`src/rtl/refund_dispenser_if.sv`:
```
// Refund dispenser bus: start/amount/status toward the shopping FSM and req/ack/sel toward the coin hopper.
interface refund_dispenser_if;
   logic       start;
   logic [7:0] amount;
   logic       clr_fault;
   logic       coin_ack;
   logic [2:0] empty;
   logic       busy;
   logic       done;
   logic       fault;
   logic [7:0] remaining;
   logic       coin_req;
   logic [1:0] coin_sel;

   modport slave (
      input  start, amount, clr_fault, coin_ack, empty,
      output busy, done, fault, remaining, coin_req, coin_sel
   );

   modport master (
      output start, amount, clr_fault, coin_ack, empty,
      input  busy, done, fault, remaining, coin_req, coin_sel
   );
endinterface

```
`src/rtl/refund_dispenser.sv`:
```
// Pays a refund as 10/5/1-yuan coins, largest first, skipping empty hoppers,
// via a four-phase req/ack hopper handshake; reports done or fault with the unpaid remainder.
module refund_dispenser #(
   parameter int unsigned ACK_TIMEOUT = 1000
) (
   input  logic               clk,
   input  logic               rst,
   refund_dispenser_if.slave  bus
);
   localparam int unsigned     CNT_W    = $clog2(ACK_TIMEOUT);
   localparam logic [CNT_W-1:0] CNT_LAST = CNT_W'(ACK_TIMEOUT - 1);

   typedef enum logic [2:0] {
      S_IDLE, S_PICK, S_REQ, S_RELEASE, S_DONE, S_FAULT
   } state_t;

   state_t           r_state;
   logic [7:0]       r_remaining;
   logic [CNT_W-1:0] r_cnt;
   logic             r_busy;
   logic             r_done;
   logic             r_fault;
   logic             r_coin_req;
   logic [1:0]       r_coin_sel;

   logic [1:0]       w_pick_sel;
   logic [7:0]       w_sel_value;

   // Largest coin that fits the remainder and whose hopper is not empty; 00 if none.
   always_comb begin
      w_pick_sel = 2'b00;
      if (!bus.empty[2] && (r_remaining >= 8'd10))
         w_pick_sel = 2'b11;
      else if (!bus.empty[1] && (r_remaining >= 8'd5))
         w_pick_sel = 2'b10;
      else if (!bus.empty[0] && (r_remaining >= 8'd1))
         w_pick_sel = 2'b01;
   end

   always_comb begin
      case (r_coin_sel)
         2'b01:   w_sel_value = 8'd1;
         2'b10:   w_sel_value = 8'd5;
         2'b11:   w_sel_value = 8'd10;
         default: w_sel_value = 8'd0;
      endcase
   end

   // Reset is asynchronous so coin_req drops at once, even mid-handshake.
   always_ff @(posedge clk or negedge rst) begin
      if (!rst) begin
         r_state     <= S_IDLE;
         r_remaining <= 8'd0;
         r_cnt       <= '0;
         r_busy      <= 1'b0;
         r_done      <= 1'b0;
         r_fault     <= 1'b0;
         r_coin_req  <= 1'b0;
         r_coin_sel  <= 2'b00;
      end else begin
         r_done <= 1'b0;
         case (r_state)
            S_IDLE: begin
               if (bus.start) begin
                  r_remaining <= bus.amount;
                  r_busy      <= 1'b1;
                  r_state     <= S_PICK;
               end
            end
            S_PICK: begin
               if (r_remaining == 8'd0) begin
                  r_done  <= 1'b1;
                  r_state <= S_DONE;
               end else if (w_pick_sel != 2'b00) begin
                  r_coin_sel <= w_pick_sel;
                  r_coin_req <= 1'b1;
                  r_cnt      <= '0;
                  r_state    <= S_REQ;
               end else begin
                  r_fault <= 1'b1;
                  r_state <= S_FAULT;
               end
            end
            S_REQ: begin
               if (bus.coin_ack) begin
                  r_remaining <= r_remaining - w_sel_value;
                  r_coin_req  <= 1'b0;
                  r_coin_sel  <= 2'b00;
                  r_state     <= S_RELEASE;
               end else if (r_cnt == CNT_LAST) begin
                  r_coin_req <= 1'b0;
                  r_coin_sel <= 2'b00;
                  r_fault    <= 1'b1;
                  r_state    <= S_FAULT;
               end else begin
                  r_cnt <= r_cnt + CNT_W'(1);
               end
            end
            S_RELEASE: begin
               if (!bus.coin_ack)
                  r_state <= S_PICK;
            end
            S_DONE: begin
               r_busy  <= 1'b0;
               r_state <= S_IDLE;
            end
            S_FAULT: begin
               if (bus.clr_fault) begin
                  r_fault     <= 1'b0;
                  r_busy      <= 1'b0;
                  r_remaining <= 8'd0;
                  r_state     <= S_IDLE;
               end
            end
            default: r_state <= S_IDLE;
         endcase
      end
   end

   assign bus.busy      = r_busy;
   assign bus.done      = r_done;
   assign bus.fault     = r_fault;
   assign bus.remaining = r_remaining;
   assign bus.coin_req  = r_coin_req;
   assign bus.coin_sel  = r_coin_sel;
endmodule

```
`src/flat_wrapper.sv`:
```
// flat-port wrapper written by rule: the top's interface ports become plain ports
module refund_dispenser_flat 
#(
   parameter int unsigned ACK_TIMEOUT = 1000
)
  (clk, rst, bus_start, bus_amount, bus_clr_fault, bus_coin_ack, bus_empty, bus_busy, bus_done, bus_fault, bus_remaining, bus_coin_req, bus_coin_sel);
  refund_dispenser_if bus_i ();
  input  logic clk;
  input  logic rst;
  input wire logic [$bits(bus_i.start)-1:0] bus_start;
  input wire logic [$bits(bus_i.amount)-1:0] bus_amount;
  input wire logic [$bits(bus_i.clr_fault)-1:0] bus_clr_fault;
  input wire logic [$bits(bus_i.coin_ack)-1:0] bus_coin_ack;
  input wire logic [$bits(bus_i.empty)-1:0] bus_empty;
  output wire logic [$bits(bus_i.busy)-1:0] bus_busy;
  output wire logic [$bits(bus_i.done)-1:0] bus_done;
  output wire logic [$bits(bus_i.fault)-1:0] bus_fault;
  output wire logic [$bits(bus_i.remaining)-1:0] bus_remaining;
  output wire logic [$bits(bus_i.coin_req)-1:0] bus_coin_req;
  output wire logic [$bits(bus_i.coin_sel)-1:0] bus_coin_sel;
  assign bus_i.start = bus_start;
  assign bus_i.amount = bus_amount;
  assign bus_i.clr_fault = bus_clr_fault;
  assign bus_i.coin_ack = bus_coin_ack;
  assign bus_i.empty = bus_empty;
  assign bus_busy = bus_i.busy;
  assign bus_done = bus_i.done;
  assign bus_fault = bus_i.fault;
  assign bus_remaining = bus_i.remaining;
  assign bus_coin_req = bus_i.coin_req;
  assign bus_coin_sel = bus_i.coin_sel;
  refund_dispenser #(.ACK_TIMEOUT(ACK_TIMEOUT)) u_core (.clk(clk), .rst(rst), .bus(bus_i));
endmodule
```
`config.mk`:
```
export PLATFORM = sky130hd
export DESIGN_NAME = refund_dispenser_flat
export DESIGN_NICKNAME = d
export VERILOG_FILES = /design/src/rtl/refund_dispenser_if.sv /design/src/rtl/refund_dispenser.sv /design/src/flat_wrapper.sv
export SDC_FILE = /design/constraint.sdc
export NUM_CORES = 1
export LEC_CHECK = 0
export ABC_AREA = 1
export BUFFER_PORTS_ARGS = -buffer_cell sky130_fd_sc_hd__buf_4
export CORE_ASPECT_RATIO = 0.75
export CORE_UTILIZATION = 45
export DETAILED_ROUTE_END_ITERATION = 7
export GPL_ROUTABILITY_DRIVEN = 0
export HOLD_SLACK_MARGIN = 0.08
export PLACE_DENSITY = 0.78
export SYNTH_ARGS = -nofsm -noshare
export SYNTH_HDL_FRONTEND = slang
export SYNTH_SLANG_ARGS = --single-unit
```
`constraint.sdc`:
```
create_clock -name clk -period 2.5 [get_ports clk]
set_clock_uncertainty 0.15 [all_clocks]
set_input_delay 0.375 -clock clk [delete_from_list [all_inputs] [get_ports clk]]
set_output_delay 0.375 -clock clk [all_outputs]
set_load 0.01 [all_outputs]
```
# ---- Word-level counts from Yosys, hierarchy flattened
# Cells that the tools add are included.
dict set report op_classes {
  n_addsub 2
  magnitude_cmp 3
  n_eq_ne 20
  muxes 41
  reduce_logical 19
}
# operator n
set ops {}
lappend ops {{$mux 10} 4}
lappend ops {{$mux 8} 3}
lappend ops {{$pmux 8 s3} 1}
lappend ops {{$mux 3} 7}
lappend ops {{$pmux 10 s2} 1}
lappend ops {{$ne 2x2->1 const B} 8}
lappend ops {{$pmux 3 s5} 1}
lappend ops {{$mux 1} 13}
lappend ops {{$mux 2} 6}
lappend ops {{$pmux 4 s3} 1}
lappend ops {{$reduce_and 4->1} 3}
lappend ops {{$add 10x1->10 const B} 1}
lappend ops {{$eq 10x10->1 const B} 1}
lappend ops {{$reduce_bool 3->1} 3}
lappend ops {{$ge 8x1->1 const B} 1}
lappend ops {{$ge 8x3->1 const B} 1}
lappend ops {{$ge 8x4->1 const B} 1}
lappend ops {{$logic_not 8->1} 1}
lappend ops {{$sub 8x4->8} 1}
lappend ops {{$eq 3x2->1 const B} 2}
lappend ops {{$eq 3x3->1 const B} 2}
lappend ops {{$pmux 1 s3} 2}
lappend ops {{$reduce_and 6->1} 1}
lappend ops {{$reduce_and 5->1} 1}
lappend ops {{12 further kinds} 19}
dict set report totals {
  regBits 27
  inputBits 16
  out_inout_bits 14
  elab_cells 93
}

# ---- Logic depth before layout (Yosys ltp)
dict set report depth {
  ltp_word 9
  depth_mapped 14
  depth_no_buf 14
}

# ---- Least setup slack after synthesis
# No wires, ideal clock.
dict set report synth_timing {
  path_type {register to register}
  startpoint {register u_core.r_coin_sel[0] (netlist: u_core.bus.coin_sel[0])}
  endpoint {register u_core.r_remaining[4] (netlist: u_core.bus.remaining[4])}
  setup_ns 0.129
  t_arrival_ns 1.857
  required_ns 2.221
  setup_slack_ns 0.364
  path_stages_with_launch 15
  n_path_buf 0
  synth_period_minus_slack_ns 2.136
  cell_sequence {dfrtp_1 > inv_1 > ha_1 > inv_1 > ha_1 > inv_1 > fa_1 > nand2_1 > inv_1 > nor2_1 > nor2_1 > nor2_1 > nor2_1 > o21ai_0 > o21ai_0}
}
dict set report synth_via {
  elab_chain_len 5
  elab_cells_between_ends 7
  cone_classes {1 x add/sub; 3 x eq/ne; 3 x mux}
}
# item line
set synth_rtl {}
lappend synth_rtl {{start, declared} refund_dispenser.sv:24} ;# logic [1:0] r_coin_sel;
lappend synth_rtl {{start signal, assigned} refund_dispenser.sv:75} ;# r_coin_sel <= w_pick_sel;
lappend synth_rtl {{$eq 2x2->1 / $eq 2x1->1 (equally long branches)} refund_dispenser.sv:41} ;# case (r_coin_sel)
lappend synth_rtl {{$pmux 4 s3 *} refund_dispenser.sv:41}
lappend synth_rtl {{$sub 8x4->8 *} refund_dispenser.sv:86} ;# r_remaining <= r_remaining - w_sel_value;
lappend synth_rtl {{$mux 8 *} refund_dispenser.sv:85} ;# if (bus.coin_ack) begin
lappend synth_rtl {{$pmux 8 s3 *} refund_dispenser.sv:62} ;# case (r_state)
lappend synth_rtl {{end signal, assigned} refund_dispenser.sv:65} ;# r_remaining <= bus.amount;
lappend synth_rtl {{end signal, assigned} refund_dispenser.sv:86}
lappend synth_rtl {{end, declared} refund_dispenser.sv:18} ;# logic [7:0] r_remaining;
# Mark *: on every way between the ends. The rest lies on a longest branch, timed or not. The select of a mux whose other input is x is not followed.
# A chain may end at the register's enable or synchronous reset.

# ---- Worst setup path after layout
dict set report layout_timing {
  startpoint {register u_core.r_coin_sel[0] (netlist: u_core.bus.coin_sel[0])}
  endpoint {register u_core.r_remaining[6] (netlist: u_core.bus.remaining[6])}
}
# The elaborated chain is that of the path after synthesis.

==> out/qor.txt <==
Root buf cell = clkbuf_8
Worst rel slew slack = 75.23%
Least-Margin Pin Slew = 0.3706 ns
Final Max Tran Viols = 0
Area of the core = 0.004104 mm^2
Post-synth top area cell = dfrtp_1
Rows = 20
Setup Viol. Count Final = 0
Design area = 0.002272 mm^2
Crit Path Class = flip-flop to flip-flop
PwrDens = 1192 mW/mm^2
FMAX = 0.4334 GHz
Max Cap Violations = 0
Vias per inst = 5.005
Placed Area = 0.002213 mm^2
Die ar. = 0.004585 mm^2
Global Route Usage Sum = 21.17%
H-tree depth = 1
Pre-Repair DR Iteration Count = 4
Setup tns final = 0 ns
I/O pin count = 30
Die X-Extent = 77.85 um
Final wirelength = 4483 um
Crit path DAT = 2.36 ns
Area Growth Syn to Fin = 17.01%
Asr flop ratio synth = 100.0%
Fill count = 405
Yosys top cell area share = 34.79%
Worst path bufs/invs = 4
RSZ-0062 raised after global routing = no
Share of cells above drive strength 1 = 17.46%
Setup crit start kind = flip-flop
Worst vdd ir = 590.0 uV
Setup Fix Bufs, Post-CTS = 0
Routed len/inst = 12.12 um
Largest net degree at the start of global routing = 28
Syn. warnings = 0
# DRC = 0
DR vias = 1,852
CP Cell Sequence = inv_1 > ha_1 > inv_1 > ha_1 > inv_1 > fa_1 > nand2_1 > inv_1 > nor2_1 > nor2_1 > o21ai_0 > nand3_1 > a21oi_1
Clk_lat worst skew = 0.28 ns
Worst hold path class = primary input to flip-flop
Die Ht = 58.89 um
Worst Path Max Fanout = 4
PortBufs = 29
Dpl hpwl = 3348 um
Yosys reg bits = 27
Num CTS Buffers = 3
Clk sinks = 27
N_diodes = 0
Synthesized cell area = 0.001942 mm^2
Netlist cell types = 33
Starting DRC count in detailed routing = 205
Fin crit share = 92.30%
Slowest cell on crit path = dfrtp_1
Post-CTS sizing = 0
Hold Vio Cnt, Final = 0
Worst setup margin = 0.1925 ns
Clk buf depth = 2
Worst hold slack = 0.2023 ns
Top post-synthesis cells by area = dfrtp_1 (35%), nand2_1 (18%), nand3_1 (7.2%)
Min Tclk post-route = 2.308 ns
Worst EP required = 2.55 ns
Final ANT Viol Nets = 0
Post-CTS Hold Fix Bufs = 1
Pwr Total = 2.708 mW
Post-Syn Nets = 307
Mean Syn Cell Area = 6.862 um^2
Seq/Total Area, Yosys = 34.79%
Crit-path leading delay family = adder cells
Leakage = 1.209 nW
Synth Flop Type = dfrtp_1
Post-synth EDFFs = 0
CTS tree = built
Setup crit end kind = flip-flop
Fin cells = 370
First-pass GRT wire length = 7631 um
Initial antenna violation count = 0
Setup WS pre-CTS = 0.2231 ns
Clock slew at reported path FFs = 0.11 ns
Critical Path Most Common Cell = inv_1
Post-Syn Instances = 283
Outcome = finished clean
Cells after DPL = 365
Post-layout util = 55.37%
Number of global-route vias before repair = 1,608
Total grt overflow = 0
Critical path's largest stage delay = 0.41 ns
Final #Nets = 340
Starting density of the core = 47.32%
[layer usage]
metal | track usage, % | share of wire [%]
met1 | 33.27 | 52
met2 | 31.10 | 41
met3 | 3.101 | 5.6
met4 | 2.965 | 0.83
met5 | 0 | 0
[sequential cells by signal (all words and copies together) (netlist names)]
register and cells:
u_core.bus.fault 1, u_core.bus.done 1, u_core.r_state 3, u_core.bus.remaining 8, u_core.r_cnt 10, u_core.bus.busy 1
u_core.bus.coin_sel 2, u_core.bus.coin_req 1
[cells in the final DEF, fill, tap and decap left out, types with 2 or more instances in the layout]
cell type and instances:
xor2_1 4, nand2_4 3, nand4_1 3, a21oi_1 9, nor2_2 2, clkbuf_8 3, nor2_4 3, nand3_1 28
nor2_1 36, dfrtp_1 27, o21ai_0 6, o21ai_1 2, buf_4 29, nor3_1 5, inv_1 32, a22oi_1 2
nand2_1 92, ha_1 7, inv_2 6
[where the power goes]
group	switching [mW]	internal [mW]	total [mW]
clock	0.150	0.113	0.263
sequential	0.194	0.586	0.779
combinational	1.06	0.605	1.67
total	1.40	1.30	2.71
[worst reg2reg max path, cell delays in order, from the launching register on]
cell	delay, ns
dfrtp_1	0.41
inv_1	0.06
ha_1	0.28
inv_1	0.06
ha_1	0.14
inv_1	0.06
fa_1	0.38
nand2_1	0.08
inv_1	0.06
nor2_1	0.10
nor2_1	0.06
o21ai_0	0.16
nand3_1	0.10
a21oi_1	0.14
[logic make-up after synthesis]
kind of cell    synth area share [%]
compound gates                 9.279
xor+xnor                       1.804
fa+ha+maj                      5.541
buf+inv                        8.441
flops                          34.79
simple gates                   40.14
[synth_stat cells (4+ instances only)]
| library cell | instances |
|---|---|
| nor2_1 | 36 |
| dfrtp_1 | 27 |
| xor2_1 | 4 |
| nand2_1 | 92 |
| inv_1 | 32 |
| nor3_1 | 5 |
| a21oi_1 | 9 |
| nand3_1 | 28 |
| o21ai_0 | 6 |
| ha_1 | 7 |
| inv_2 | 6 |
[final timing paths]
| kind | slack [ns] | cells past startpoint | startpoint | endpoint |
|---|---|---|---|---|
| hold reg to reg | 0.34 | 2 | u_core.bus.coin_req | u_core.bus.coin_req |
| min in group asynchronous | 0.39 | 2 | rst | u_core.r_cnt[6] |
| setup / recovery | 0.19 | 13 | u_core.bus.coin_sel[0] | u_core.bus.remaining[6] |
| max in group asynchronous | 1.54 | 2 | rst | u_core.r_cnt[2] |
| setup reg to reg | 0.19 | 13 | u_core.bus.coin_sel[0] | u_core.bus.remaining[6] |
| hold / removal | 0.20 | 3 | bus_amount[1] | u_core.bus.remaining[1] |
[cell type report]
cell class	count	area, um^2	area share (%)
tap	55	68.82	3.029
clock buffer	3	41.29	1.817
clock inverter	1	7.507	0.3304
sequential	27	675.6	29.74
inverter	39	148.9	6.553
multi-input combinational	215	1102	48.51
timing repair buffer	30	227.7	10.02
Note: power is estimated with default switching activity, not from simulation.
